===== config.mk =====
export PLATFORM = sky130hd
export DESIGN_NAME = otf_converter_r4
export DESIGN_NICKNAME = d
export VERILOG_FILES = /design/src/rtl/otf_converter_r4_pkg.sv /design/src/rtl/otf_converter_r4_step.sv /design/src/rtl/otf_converter_r4.sv
export SDC_FILE = /design/constraint.sdc
export NUM_CORES = 1
export LEC_CHECK = 0
export ABC_CLOCK_PERIOD_IN_PS = 3000
export CAP_MARGIN = 5
export CORE_ASPECT_RATIO = 1.2
export CORE_UTILIZATION = 55
export DETAILED_ROUTE_END_ITERATION = 8
export HOLD_SLACK_MARGIN = 0.03
export PLACE_DENSITY = 0.82
export SLEW_MARGIN = 20
export SYNTH_ARGS = -nofsm -noshare
export SYNTH_HDL_FRONTEND = slang
export SYNTH_HIERARCHICAL = 1
export SYNTH_SLANG_ARGS = --single-unit

===== constraint.sdc =====
create_clock -name clk -period 3 [get_ports clk]
set_clock_uncertainty 0.05 [all_clocks]
set_input_delay 0.6 -clock clk [delete_from_list [all_inputs] [get_ports clk]]
set_output_delay 0.6 -clock clk [all_outputs]
set_load 0.05 [all_outputs]

===== src/rtl/otf_converter_r4_pkg.sv =====
// online_r4_defs: shared radix-4 online digit constants and converter FSM states
package online_r4_defs;
  localparam int RADIX = 4;
  localparam int DIGIT_W = 3;
  localparam int DIG_MIN = -3;
  localparam int DIG_MAX = 3;
  localparam int DIG_ILLEGAL = -4;
  typedef enum logic [1:0] {IDLE = 2'd0, SKIPPING = 2'd1, CONV = 2'd2} state_t;
endpackage


===== src/rtl/otf_converter_r4_step.sv =====
// otf_step_r4: one on-the-fly conversion step (Q, QM, d) -> (Q', QM', err)
module otf_step_r4
  import online_r4_defs::*;
#(
  parameter int W = 15,
  parameter int C = DIGIT_W
) (
  input  logic [W-1:0] q,
  input  logic [W-1:0] qm,
  input  logic [C-1:0] d,
  output logic [W-1:0] q_n,
  output logic [W-1:0] qm_n,
  output logic         err
);
  logic [W-1:0] q4, qm4, dx;
  logic pos, neg;
  always_comb begin
    q4   = q << 2;
    qm4  = qm << 2;
    dx   = W'($signed(d));
    neg  = d[C-1];
    pos  = !neg && (|d);
    // negative digits borrow from QM so no carry ever ripples through Q
    q_n  = pos ? q4 + dx : neg ? qm4 + dx + W'(RADIX) : q4;
    qm_n = pos ? q4 + dx - W'(1) : qm4 + dx + W'(RADIX - 1);
    err  = d == C'(DIG_ILLEGAL);
  end
endmodule


===== src/rtl/otf_converter_r4.sv =====
// otf_converter_r4: MSD-first signed radix-4 digit stream to two's-complement word
module otf_converter_r4
  import online_r4_defs::*;
#(
  parameter int C = 3,
  parameter int N = 7,
  parameter int SKIP = 0,
  localparam int W = 2 * N + 1,
  localparam int CW = $clog2(N + SKIP + 1)
) (
  input  logic                clk,
  input  logic                reset,
  input  logic                en,
  input  logic                start,
  input  logic [C-1:0]        zi,
  output logic signed [W-1:0] z,
  output logic                valid,
  output logic                busy,
  output logic                dig_err
);
  state_t state_q, state_d;
  logic [W-1:0] q_q, q_d, qm_q, qm_d, z_q, z_d, q_n, qm_n;
  logic [CW-1:0] cnt_q, cnt_d;
  logic valid_q, valid_d, busy_q, busy_d, err_q, err_d, step_err, skip_last, conv_last;

  otf_step_r4 #(.W(W), .C(C)) u_step (
    .q(q_q), .qm(qm_q), .d(zi), .q_n(q_n), .qm_n(qm_n), .err(step_err)
  );

  always_comb begin
    state_d   = state_q;
    q_d       = q_q;
    qm_d      = qm_q;
    cnt_d     = cnt_q;
    z_d       = z_q;
    valid_d   = 1'b0;
    busy_d    = busy_q;
    err_d     = err_q;
    skip_last = cnt_q == CW'(SKIP - 1);
    conv_last = cnt_q == CW'(N - 1);
    if (start) begin
      state_d = SKIP > 0 ? SKIPPING : CONV;
      q_d     = '0;
      qm_d    = '1;
      cnt_d   = '0;
      err_d   = 1'b0;
      busy_d  = 1'b1;
    end else if (en && state_q == SKIPPING) begin
      cnt_d   = skip_last ? '0 : cnt_q + CW'(1);
      state_d = skip_last ? CONV : SKIPPING;
    end else if (en && state_q == CONV) begin
      q_d     = q_n;
      qm_d    = qm_n;
      err_d   = err_q | step_err;
      cnt_d   = cnt_q + CW'(1);
      state_d = conv_last ? IDLE : CONV;
      z_d     = conv_last ? q_n : z_q;
      valid_d = conv_last;
      busy_d  = !conv_last;
    end
  end

  always_ff @(posedge clk or posedge reset) begin
    if (reset) begin
      state_q <= IDLE;
      q_q     <= '0;
      qm_q    <= '1;
      cnt_q   <= '0;
      z_q     <= '0;
      valid_q <= 1'b0;
      busy_q  <= 1'b0;
      err_q   <= 1'b0;
    end else begin
      state_q <= state_d;
      q_q     <= q_d;
      qm_q    <= qm_d;
      cnt_q   <= cnt_d;
      z_q     <= z_d;
      valid_q <= valid_d;
      busy_q  <= busy_d;
      err_q   <= err_d;
    end
  end

  assign z       = z_q;
  assign valid   = valid_q;
  assign busy    = busy_q;
  assign dig_err = err_q;
endmodule

---- Yosys cells after proc, flatten, opt, wreduce, memory -nomap -nowiden ----
Index checks and enable logic that the tools add are counted.
operators by class
  $add $sub $neg .......................... 6
  equal/unequal tests ..................... 6
  muxes and demuxes ....................... 27
  bitwise operators ....................... 3
  reduce and logical (&&, ||, !) cells .... 10
operators with widths
  cell                     count
  $mux W13                 7
  $add A15 B15 Y15         2
  $mux W15                 2
  $add A15 B3 Y15 const B  1
  $add A13 B2 Y13 const B  1
  $sub A13 B1 Y13 const B  1
  $mux W3                  4
  $mux W2                  5
  $eq A3 B3 Y1 const B     3
  $mux W1                  9
  $reduce_and A4 Y1        1
  $add A3 B1 Y3 const B    1
  $logic_and A1 B1 Y1      3
  $reduce_bool A3 Y1       1
  $reduce_or A3 Y1         1
  $eq A2 B1 Y1 const B     1
  $eq A2 B2 Y1 const B     1
  $logic_not A1 Y1         2
  $ne A2 B2 Y1 const B     1
  $not A1 Y1               2
  $reduce_and A2 Y1        1
  $reduce_bool A2 Y1       1
  $or A1 B1 Y1             1
word-level totals
  flip-flop bits (word level) ............. 49
  input port bits ......................... 7
  output and inout port bits .............. 18
  logic and storage cells ................. 60

---- Depth between registers and ports, before layout ----
  depth after elaboration ................. 7
  mapped depth ............................ 13

---- By module ----
Netlist, hierarchy kept.
modules (own cells, without submodules)
  module            instances  cells an instance  area an instance (um^2)
  otf_converter_r4  1          209                2250.9
  otf_step_r4       1          311                2244.7

---- Worst setup path after synthesis ----
No wires, ideal clock.
  path type ............................... input to register
  start ................................... in zi[2]
  end ..................................... reg qm_q[14] (netlist name)
  arrival time ............................ 3413 ps
  data required time ...................... 2886 ps
  path slack .............................. -527 ps
  stages .................................. 13
  path through ............................ inv_1 clkbuf_1 fa_1 nor2b_4 o311a_4 o2111a_1 a2111oi_4 xor2_2 nor4_4 or4b_1 nand3_1 nand2_1 nand3b_1
RTL lines
  what             line                    text
  start, declared  otf_converter_r4.sv:15  input logic [C-1:0] zi,

---- Final worst setup path ----
  start ................................... reg qm_q[0]
  end ..................................... reg z_q[12] (netlist: z[12])
between the ends
  longest elaborated chain between the ends .. 4
ends and longest elaborated chain
  what                    line                         text
  start, declared         otf_converter_r4.sv:22       logic [W-1:0] q_q, q_d, qm_q, qm_d, z_q, z_d, q_n, qm_n;
  start signal, assigned  otf_converter_r4.sv:76       qm_q <= qm_d;
  $add A15 B15 Y15        otf_converter_r4_step.sv:24  q_n = pos ? q4 + dx : neg ? qm4 + dx + W'(RADIX) : q4;
  $add A15 B3 Y15         otf_converter_r4_step.sv:24
  $mux W15 (2 in series)  otf_converter_r4_step.sv:24
  named net q_n[12]       otf_converter_r4.sv:22
  end signal, assigned    otf_converter_r4.sv:78       z_q <= z_d;
  end, declared           otf_converter_r4.sv:22
The timed path passes the listed nets, and every way through them passes these cells.
A chain may end at the register's enable or synchronous reset.

==> results by group <==
Outcome
  – Status: finished with violations
  – Failing checks: negative setup slack

Timing
  – Final WS setup: -0.151 ns
  – Slew Viols, Final: 0
  – Final hold vios: 0
  – Final Setup Violations: 10
  – Max Freq: 317 MHz
  – Final period demand of the worst path: 3.15 ns
  – RSZ-0062 raised after global routing: true
  – Worst slew pin tran: 0.705 ns
  – Period Utilization, post-route: 105%
  – Max_slew headroom: 53.0%

Setup path
  – Startpoint types: register
  – Worst EP arrival: 3.30 ns
  – Worst Reg-to-Reg Cells: 12
  – Worst-path cell chain: ha_4 -> inv_2 -> fa_2 -> nor2b_4 -> o311a_4 -> o211a_4 -> o31ai_4 -> or3b_4 -> or2_4 -> xnor2_2 -> a21oi_2 -> mux2_4
  – Slowest CP cell: dfstp_2
  – FF-to-FF Start: qm_q[0]
  – Worst R2R Setup Slack: -0.15 ns
  – Critical Path RT: 3.15 ns
  – Kind of critical path: reg2reg
  – Worst r2r dst: z[12]
  – Max incr delay on CP: 0.56 ns
  – Worst-path fanout max: 4
  – CP endpoint kind: register

Hold path
  – Hold Path Class: reg2reg
  – Hold path cells: 2
  – Hold endpoint: qm_q[11]
  – Hold wc startpoint: qm_q[11]

Finish
  – Most frequent cells in the layout: 87 x buf_4, 75 x nand2_1, 36 x dfrtp_1
  – Final core occ: 74.7%
  – Fin cells: 679
  – Ant diodes: 0
  – Final net count: 626
  – Layout cells sized above 1: 29.2%
  – Commonest non-fill, non-tap cell in the layout: buf_4
  – Layout area overhead: 29.2%

Pwr
  – Clock power frac: 18.9%
  – PwrDens: 544 mW/mm^2
  – Max VDD drop: 0.000374 V
  – Logic gate share of total power: 54.7%
  – Internal: 0.00183 W
  – Static Leakage: 2.48 nW
  – Sequential power share: 26.4%
  – P_sw: 0.00116 W
  – Switching share of total power: 38.7%

Routing
  – Antenna viol nets, final: 0
  – # DRC: 0
  – Drt total wl: 11600 um
  – Avg Vias per Cell: 6.01
  – Drt pass-1 iters: 6
  – Wire length per cell: 17.1 um
  – Via Count: 4078
  – Initial drt markers: 263

Clock network
  – CTS tree: done
  – H-Tree Depth: 2
  – Root Buffer Master: clkbuf_8
  – CTS Buf Count: 5
  – Clk_lat worst skew: 0.31 ns
  – Clock Sinks: 49
  – Clk slew on worst S/H paths: 0.10 ns
  – Clock Path Buffers: 2

Die
  – Ports: 25
  – Core area: 0.00736 sq mm
  – Row cnt: 34
  – Die W: 82.3 um
  – Initial Util: 57.8%
  – Die area: 0.00809 sq mm
  – Chip height: 98.4 um

Place
  – Buffers added on ports: 24
  – GPL Wtd Cong: 0.941
  – Cells after DPL: 668
  – Pre-CTS setup slack: -0.456 ns
  – Hpwl dp: 8360 um

Yosys
  – Syn nets: 532
  – Yosys Warn Count: 6
  – Post-Syn Area: 0.00426 sq mm
  – Cells after Synth: 494
  – Mean area per synthesized cell: 8.61 sq um

Global route
  – First-pass GRT wire length: 19200 um
  – Antenna violations before repair: 0
  – Remaining Overflow, GRT: 0
  – Largest net degree at the start of global routing: 36
  – GRT Util Overall: 30.3%
  – Vias in the first global route: 4184

Job
  – # Max-Cap Violations: 0
-- what timing repair did --
| item | CTS | global route |
|---|---|---|
| hold buffers | 0 | 0 |
| pin swaps | 12 | 1 |
| gates resized for setup | 13 | 18 |
| cloned | 0 | 0 |
| buffers inserted | 3 | 1 |
| endpoints found under the setup margin | 13 | 19 |
-- cell type report --
cell class	count	area, sq um
Clock buffer	5	68.8
Fill cell	469	1860
Clock inverter	3	65.1
Inverter	20	75.1
Multi-Input combinational cell	399	3010
Tap cell	90	113
Sequential cell	49	1240
Timing Repair Buffer	113	920
-- per-stage QoR --
stage / instance area [sq um] / hold WS [ns] / setup TNS [ns] / total power [W]
after floorplan: 4340 / 0.416 / -0.551 / 0.00174
after global placement: 5220 / 0.418 / -3.97 / 0.00221
after detailed placement: 5220 / 0.428 / -6.04 / 0.00228
after CTS: 5420 / 0.443 / -0.751 / 0.00291
after global routing: 5500 / 0.462 / -2.41 / 0.00316
final: 5500 / 0.442 / -0.886 / 0.00299
-- routing by layer --
| metal | vias to the layer above | GRT usage (%) | wire length (um) | part of all wire (%) |
|---|---|---|---|---|
| met5 | - | 0 | 0 | 0 |
| met4 | 0 | 12.1 | 343 | 3.0 |
| met3 | 34 | 3.36 | 478 | 4.1 |
| met2 | 141 | 52.1 | 6020 | 52 |
| met1 | 1972 | 37.8 | 4740 | 41 |
| li1 | 1931 | - | - | - |
-- power by group through the flow --
stage	clock (W)	combinational [W]	sequential (W)
final	0.000567	0.00164	0.000789
after global routing	0.000589	0.00177	0.000798
after CTS	0.000574	0.00155	0.000788
after detailed placement	0	0.00148	0.000800
after global placement	0	0.00141	0.000798
after floorplan	0	0.000938	0.000805
-- registers in the layout, indices dropped and copies added, names as in the netlist --
signal	count
busy	1
cnt_q	3
dig_err	1
q_q	13
qm_q	13
state_q	2
valid	1
z	15
-- worst max-delay path: cells and delay by family (launching register included) --
kind | cells | cell delay (ns)
AO/OA/AOI/OAI | 4 | 0.58
XOR/XNOR | 1 | 0.16
adder cells (fa/ha/maj) | 2 | 0.53
buffers and inverters | 1 | 0.03
flip-flops | 1 | 0.56
multiplexers | 1 | 0.26
AND/OR/NAND/NOR | 3 | 0.88
-- worst max-delay path by stage --
| stage | from | endpoint | slack [ns] |
|---|---|---|---|
| after floorplan | zi[2] | z[12] | -0.17 |
| after global placement | zi[2] | z[12] | -0.36 |
| after detailed placement | zi[2] | z[13] | -0.46 |
| after CTS | qm_q[0] | z[12] | -0.14 |
| after global routing | qm_q[0] | z[12] | -0.22 |
| final | qm_q[0] | z[12] | -0.15 |
No activity file was read; power rests on OpenSTA's default activity.
